File: config.mk
export PLATFORM = sky130hd
export DESIGN_NAME = demux_key_buf
export DESIGN_NICKNAME = d
export VERILOG_FILES = /design/src/rtl/demux_key_buf.sv
export SDC_FILE = /design/constraint.sdc
export NUM_CORES = 1
export LEC_CHECK = 0
export ABC_CLOCK_PERIOD_IN_PS = 1300
export BUFFER_PORTS_ARGS = -buffer_cell sky130_fd_sc_hd__clkbuf_2
export CORE_UTILIZATION = 35
export CTS_CLUSTER_DIAMETER = 50
export DETAILED_ROUTE_END_ITERATION = 10
export GPL_ROUTABILITY_DRIVEN = 1
export PLACE_DENSITY_LB_ADDON = 0.12
export REMOVE_ABC_BUFFERS = 1
export SETUP_SLACK_MARGIN = 0.2
export SLEW_MARGIN = 5
export SYNTH_ARGS = -nofsm -noshare
export SYNTH_HDL_FRONTEND = slang
export SYNTH_SLANG_ARGS = --single-unit
export TNS_END_PERCENT = 1
File: constraint.sdc
create_clock -name clk -period 1.3 [get_ports clk]
set_clock_uncertainty 0.1 [all_clocks]
set_input_delay 0.13 -clock clk [delete_from_list [all_inputs] [get_ports clk]]
set_output_delay 0.13 -clock clk [all_outputs]
set_load 0.05 [all_outputs]
File: src/rtl/demux_key_buf.sv
// Key-addressed demultiplexer with a one-entry buffer per output lane.
// Each lane has its own valid/ready handshake; keys with no lane are dropped and counted.
module demux_key_buf #(
  parameter int NR_OUT   = 4,
  parameter int KEY_LEN  = 2,
  parameter int DATA_LEN = 2,
  parameter int CNT_LEN  = 8
) (
  input  logic                       clk,
  input  logic                       rst,
  input  logic                       in_valid,
  output logic                       in_ready,
  input  logic [KEY_LEN-1:0]         key,
  input  logic [DATA_LEN-1:0]        din,
  output logic [NR_OUT*DATA_LEN-1:0] out_data,
  output logic [NR_OUT-1:0]          out_valid,
  input  logic [NR_OUT-1:0]          out_ready,
  output logic [CNT_LEN-1:0]         miss_cnt
);

  localparam logic [KEY_LEN:0] LANES = (KEY_LEN+1)'(NR_OUT);
  localparam logic [CNT_LEN-1:0] CNT_MAX = '1;

  logic              hit;
  logic              accept;
  logic [NR_OUT-1:0] sel;
  logic [NR_OUT-1:0] load;
  logic [NR_OUT-1:0] valid_d;

  // Extra key bit so NR_OUT == 2**KEY_LEN still compares correctly
  assign hit = {1'b0, key} < LANES;

  always_comb begin
    sel = '0;
    for (int n = 0; n < NR_OUT; n++) begin
      sel[n] = hit && (key == KEY_LEN'(n));
    end
  end

  // Output logic: a lane can take a word when empty or draining now
  always_comb begin
    in_ready = 1'b1;
    if (hit) begin
      in_ready = |(sel & (~out_valid | out_ready));
    end
  end

  // Next-state logic for the per-lane EMPTY/FULL flags
  always_comb begin
    accept  = in_valid && in_ready;
    load    = accept ? sel : '0;
    valid_d = load | (out_valid & ~out_ready);
  end

  always_ff @(posedge clk) begin
    if (rst) begin
      out_valid <= '0;
    end else begin
      out_valid <= valid_d;
    end
  end

  always_ff @(posedge clk) begin
    if (rst) begin
      out_data <= '0;
    end else begin
      for (int n = 0; n < NR_OUT; n++) begin
        if (load[n]) begin
          out_data[n*DATA_LEN +: DATA_LEN] <= din;
        end
      end
    end
  end

  always_ff @(posedge clk) begin
    if (rst) begin
      miss_cnt <= '0;
    end else if (accept && !hit && miss_cnt != CNT_MAX) begin
      miss_cnt <= miss_cnt + 1'b1;
    end
  end

endmodule

==> impl_metrics.py, run 1 <==
metrics = {
    "status": {
        "status": "finished, violations left",
        "violations": "setup timing",
    },
    "sta": {
        "hold_viol": 0,
        "fin_ws_ns": -0.255,
        "fmax_mhz": 643,
        "finalCriticalPeriod_ns": 1.56,
        "setup_viol": 1,
        "whs_ns": 0.0668,
        "fin_tns_setup_ns": -0.255,
        "slew_violations": 0,
        "finalCritPeriodShare": 1.20,
        "rsz0062_at_grt": "yes",
    },
    "setup_path": {
        "startpoint_type": "flop",
        "cp_max_fo": 2,
        "reg2reg_depth": 5,
        "r2r_slack_ns": 0.12,
        "timing.rr.start": "out_valid[3]$_SDFF_PP0_",
        "required_ns": 1.07,
        "rr_endpoint": "out_data[6]$_SDFFE_PP0P_",
        "arrival_ns": 1.33,
        "worstSetupPathType": "reg -> out",
        "cp-end-kind": "primary output",
    },
    "placement": {
        "place_inst": 96,
        "port-buffer-count": 23,
        "place.gp.congestion": 0.748,
        "place_ws_ns": -0.0481,
    },
    "floorplanning": {
        "start_util": 0.383,
        "coreArea_sq_um": 1520,
        "dieWidth_um": 42.8,
        "rows": 14,
        "dieArea_sq_um": 1830,
        "pin_count": 32,
        "die_h_um": 42.8,
    },
    "worst_hold_path": {
        "min_path_cells": 2,
        "holdPathEnd": "out_valid[1]$_SDFF_PP0_",
        "min_from": "rst",
        "hold_path_class": "in -> reg",
    },
    "grt": {
        "grt_pass1_wl_um": 1770,
        "grt_pass1_vias": 441,
        "antenna_found_initial": 0,
        "grt_max_degree": 15,
        "grt_overflow": 0,
        "grt_usage": 0.127,
    },
    "route": {
        "vias": 460,
        "drt_wl_total_um": 1100,
        "route.detailed.drc": 0,
        "drtAntennaViolNets": 0,
        "via_per_inst": 4.55,
        "first_pass_iters": 3,
        "drt_iter0_drc": 3,
        "avgRoutedWirePerCell_um": 10.9,
    },
    "pwr": {
        "leakage_nw": 0.414,
        "power_frac_seq": 0.478,
        "clockPowerShare": 0.276,
        "p_switching_mw": 0.264,
        "swShare": 0.324,
        "pwr-share-comb": 0.246,
        "p_int_mw": 0.553,
        "p_per_area_nw_per_um2": 1000,
        "ir_drop_mv": 0.492,
    },
    "logic_synthesis": {
        "syn_avg_cell_area_sq_um": 10.8,
        "yosysWarnings": 0,
        "ys_top_cells_by_count": "dfxtp_1 (12), nand2b_1 (10), buf_4 (8), mux2i_1 (8)",
        "synth_seq_area_share": 0.412,
        "synth.largest_area_cell": "dfxtp_1",
        "ys_top_cells_by_area": "dfxtp_1 (41%), mux2i_1 (14%), nand2b_1 (11%)",
        "ys_types": 13,
        "ys.flop_type": "dfxtp_1",
        "ys_seq_elements": 12,
        "synth_top_area_frac": 0.412,
        "async_flop_share": 0,
        "synth_cells": 54,
        "yosysMostFrequentCell": "dfxtp_1",
        "netlist_area_sq_um": 583,
        "synth_edf_count": 0,
    },
    "layout": {
        "layout-drive-gt1-share": 0.506,
        "instances_no_fill": 101,
        "area_growth_pct": 39.9,
        "nets": 98,
        "antenna_cells": 0,
    },
    "run": {
        "drv_cap": 0,
    },
    "cts": {
        "root_buffer": "clkbuf_4",
        "numCtsBuffers": 3,
        "clk_pin_slew_ns": 0.07,
        "insertion_delay_ns": 0.26,
        "cts_tree": "built",
        "htreeDepth": 1,
        "cts_sinks": 12,
        "clockBufferDepth": 2,
        "postCtsHoldBufs": 0,
    },
}
placed cells by master, fill, tap and decap left out, drive strengths merged:
master  synthesis  final
mux2i           8      8
nand2b         14     14
a21oi           4      4
nand4           1      1
nor3b           1      1
clkbuf          1     22
conb            1      8
nand2           1      1
mux4            1      1
nand4b          2      2
buf             8     11
dfxtp          12     12
layout make-up:
cell class	count	area [sq um]
tap	16	20.0
timing repair buffer	30	219
sequential	12	245
multi-input combinational	40	309
clock buffer	3	22.5
fill	152	708
worst max path at each step:
stage	startpoint	end	slack (ns)	cells after the start
floorplan	out_valid[3]$_SDFF_PP0_	in_ready	-0.30	2
global placement	out_valid[0]$_SDFF_PP0_	in_ready	-0.03	3
detailed placement	out_valid[2]$_SDFF_PP0_	in_ready	-0.05	3
CTS	out_valid[2]$_SDFF_PP0_	in_ready	-0.27	3
global route	out_valid[3]$_SDFF_PP0_	in_ready	-0.29	3
finish	out_valid[2]$_SDFF_PP0_	in_ready	-0.26	3
routing by layer:
layer | track usage | vias to the layer above | wire length [um]
li1 | - | 231 | -
met1 | 0.164 | 206 | 463
met2 | 0.197 | 21 | 540
met3 | 0.0298 | 2 | 88
met4 | 0.0563 | 0 | 6
met5 | 0 | - | 0
sequential cells by signal (all words and copies together), names as in the netlist:
signal,flops
out_valid,4
out_data,8
power by group through the flow:
stage | clock network, mW | registers (mW) | logic, mW
2_1_floorplan | 0 | 0.445 | 0.0928
3_3_place_gp | 0 | 0.398 | 0.187
3_5_place_dp | 0 | 0.399 | 0.188
4_1_cts | 0.234 | 0.391 | 0.198
5_1_grt | 0.240 | 0.393 | 0.210
6_report | 0.225 | 0.391 | 0.201
repair_timing:
item                                    4_1_cts  5_1_grt
pin swaps                                     1        5
buffers inserted                              1        1
endpoints found under the setup margin       17       14
gates resized for setup                      18        8
cell families (layout without fill, tap and decap cells):
logic type             count (synthesis)  in the layout  synth area share
muxes                                  9              9             0.176
other                                  1              8           0.00643
and+or+nand+nor                       19             19             0.262
DFF                                   12             12             0.412
buffers and inverters                  9             33             0.109
AOI/OAI and AO/OA                      4              4            0.0343
critical path, stage by stage, from the launching register on:
cell and delay (ns):
dfxtp_2 0.36, nand2b_4 0.06, mux4_2 0.48, buf_8 0.17
through the flow:
step                      instance area, sq um  utilization  power [mW]
final                                      816        0.535       0.817
after CTS                                  792        0.520       0.822
after global routing                       816        0.535       0.843
after detailed placement                   718        0.471       0.586
after global placement                     718        0.471       0.585
after floorplan                            546            -       0.537
(Power assumes the default switching activity.)
==> run 2: changes to the inputs <==
Settings changed: CORE_UTILIZATION 35 to 41.
==> impl_metrics.py, run 2 (synthesis gave the netlist of run 1 again) <==
metrics = {
    "status": {
        "status": "finished, violations left",
        "violations": "setup timing",
    },
    "cts": {
        "htreeDepth": 1,
        "root_buffer": "clkbuf_4",
        "clockBufferDepth": 2,
        "insertion_delay_ns": 0.27,
        "cts_sinks": 12,
        "clk_pin_slew_ns": 0.07,
        "cts_tree": "built",
        "numCtsBuffers": 3,
    },
    "setup_path": {
        "reg2reg_depth": 5,
        "timing.rr.start": "out_valid[3]$_SDFF_PP0_",
        "startpoint_type": "flop",
        "arrival_ns": 1.32,
        "cp-end-kind": "primary output",
        "cp_max_fo": 2,
        "crit_buf_inv": 1,
        "cpMaxStageDelayCell": "mux4_2",
        "worstSetupPathType": "reg -> out",
        "crit_chain": "nand2b_4, mux4_2, buf_8",
        "cpPeakStageDelay_ns": 0.48,
        "path_depth": 3,
        "startpoint": "out_valid[3]$_SDFF_PP0_",
        "cp_top_family": "multiplexers",
        "required_ns": 1.07,
    },
    "grt": {
        "grt_pass1_wl_um": 1620,
        "grt_pass1_vias": 399,
        "grt_overflow": 0,
        "grt_max_degree": 15,
        "antenna_found_initial": 0,
        "grt_usage": 0.160,
    },
    "layout": {
        "regMostFlops": "out_data",
        "largest_reg_flops": 8,
        "top_regs": "out_data: 8 flops, out_valid: 4 flops",
        "instances_no_fill": 100,
        "area_growth_pct": 41.8,
        "final_common_cell": "buf_4",
        "nets": 97,
        "layout-drive-gt1-share": 0.494,
        "final_cell_mix": "buf_4 (11), nand2b_1 (10), clkbuf_2 (10)",
        "final_core_util": 0.628,
        "antenna_cells": 0,
    },
    "sta": {
        "hold_viol": 0,
        "setup_viol": 1,
        "finalCriticalPeriod_ns": 1.55,
        "fmax_mhz": 645,
        "finalCritPeriodShare": 1.19,
        "whs_ns": 0.0632,
        "fin_ws_ns": -0.252,
        "slew_violations": 0,
        "rsz0062_at_grt": "yes",
    },
    "placement": {
        "place_inst": 95,
        "dp_hpwl_um": 806,
        "place.gp.congestion": 0.609,
        "port-buffer-count": 23,
    },
    "floorplanning": {
        "rows": 13,
        "pin_count": 32,
        "dieArea_sq_um": 1580,
        "coreArea_sq_um": 1320,
        "dieWidth_um": 39.7,
        "die_h_um": 39.7,
        "start_util": 0.443,
    },
    "route": {
        "drtAntennaViolNets": 0,
        "drt_wl_total_um": 1050,
        "avgRoutedWirePerCell_um": 10.5,
        "first_pass_iters": 2,
        "via_per_inst": 4.57,
        "route.detailed.drc": 0,
        "drt_iter0_drc": 2,
        "vias": 457,
    },
    "pwr": {
        "clockPowerShare": 0.328,
        "ir_drop_mv": 0.654,
        "swShare": 0.300,
        "leakage_nw": 0.422,
        "pwr-share-comb": 0.228,
        "total_power_mw": 0.881,
        "p_per_area_nw_per_um2": 1070,
        "p_switching_mw": 0.264,
        "p_int_mw": 0.617,
        "power_frac_seq": 0.444,
    },
    "worst_hold_path": {
        "hold_path_class": "in -> reg",
        "min_path_cells": 2,
        "min_from": "rst",
    },
    "run": {
        "drv_cap": 0,
    },
}
## run 2: cell types whose count changed in the layout (fill, tap and decap cells not counted), sizes merged
cell and change:
clkbuf -4, buf +4
## run 2: worst paths after layout
path | endpoint | slack [ns]
min | out_valid[1]$_SDFF_PP0_ | 0.06
max | in_ready | -0.25
max reg2reg | out_data[6]$_SDFFE_PP0P_ | 0.16
min reg2reg | out_data[0]$_SDFFE_PP0P_ | 0.38
## run 2: final cells by class
type	count	area, sq um
fill	118	490
timing repair buffer	29	221
multi-input combinational	40	305
clock buffer	4	36.3
tap	15	18.8
sequential	12	245
## run 2: what timing repair did
item,4_1_cts,5_1_grt
setup buffers,1,0
endpoints found under the setup margin,18,17
pin swaps,1,2
hold buffers,0,0
gates resized for setup,22,9
## run 2: stage by stage
| stage | TNS [ns] | setup WS, ns | cell area (sq um) |
|---|---|---|---|
| global route | -0.317 | -0.317 | 827 |
| CTS | -0.268 | -0.268 | 822 |
| finish | -0.252 | -0.252 | 827 |
| detailed placement | -0.0407 | -0.0407 | 717 |
| global placement | -0.0271 | -0.0271 | 717 |
| floorplan | -0.301 | -0.301 | 546 |
## run 2: layer usage
layer	routed length, um	up-vias	track usage
met2	535	23	0.270
met4	0	0	0.0776
met1	448	202	0.187
met5	0	-	0
li1	-	232	-
met3	61	0	0.0341
## run 2: power by group through the flow
stage	combinational [mW]	clock, mW	sequential [mW]
CTS	0.200	0.301	0.391
floorplan	0.0928	0	0.445
finish	0.201	0.289	0.391
global route	0.214	0.323	0.393
detailed placement	0.186	0	0.399
global placement	0.186	0	0.398
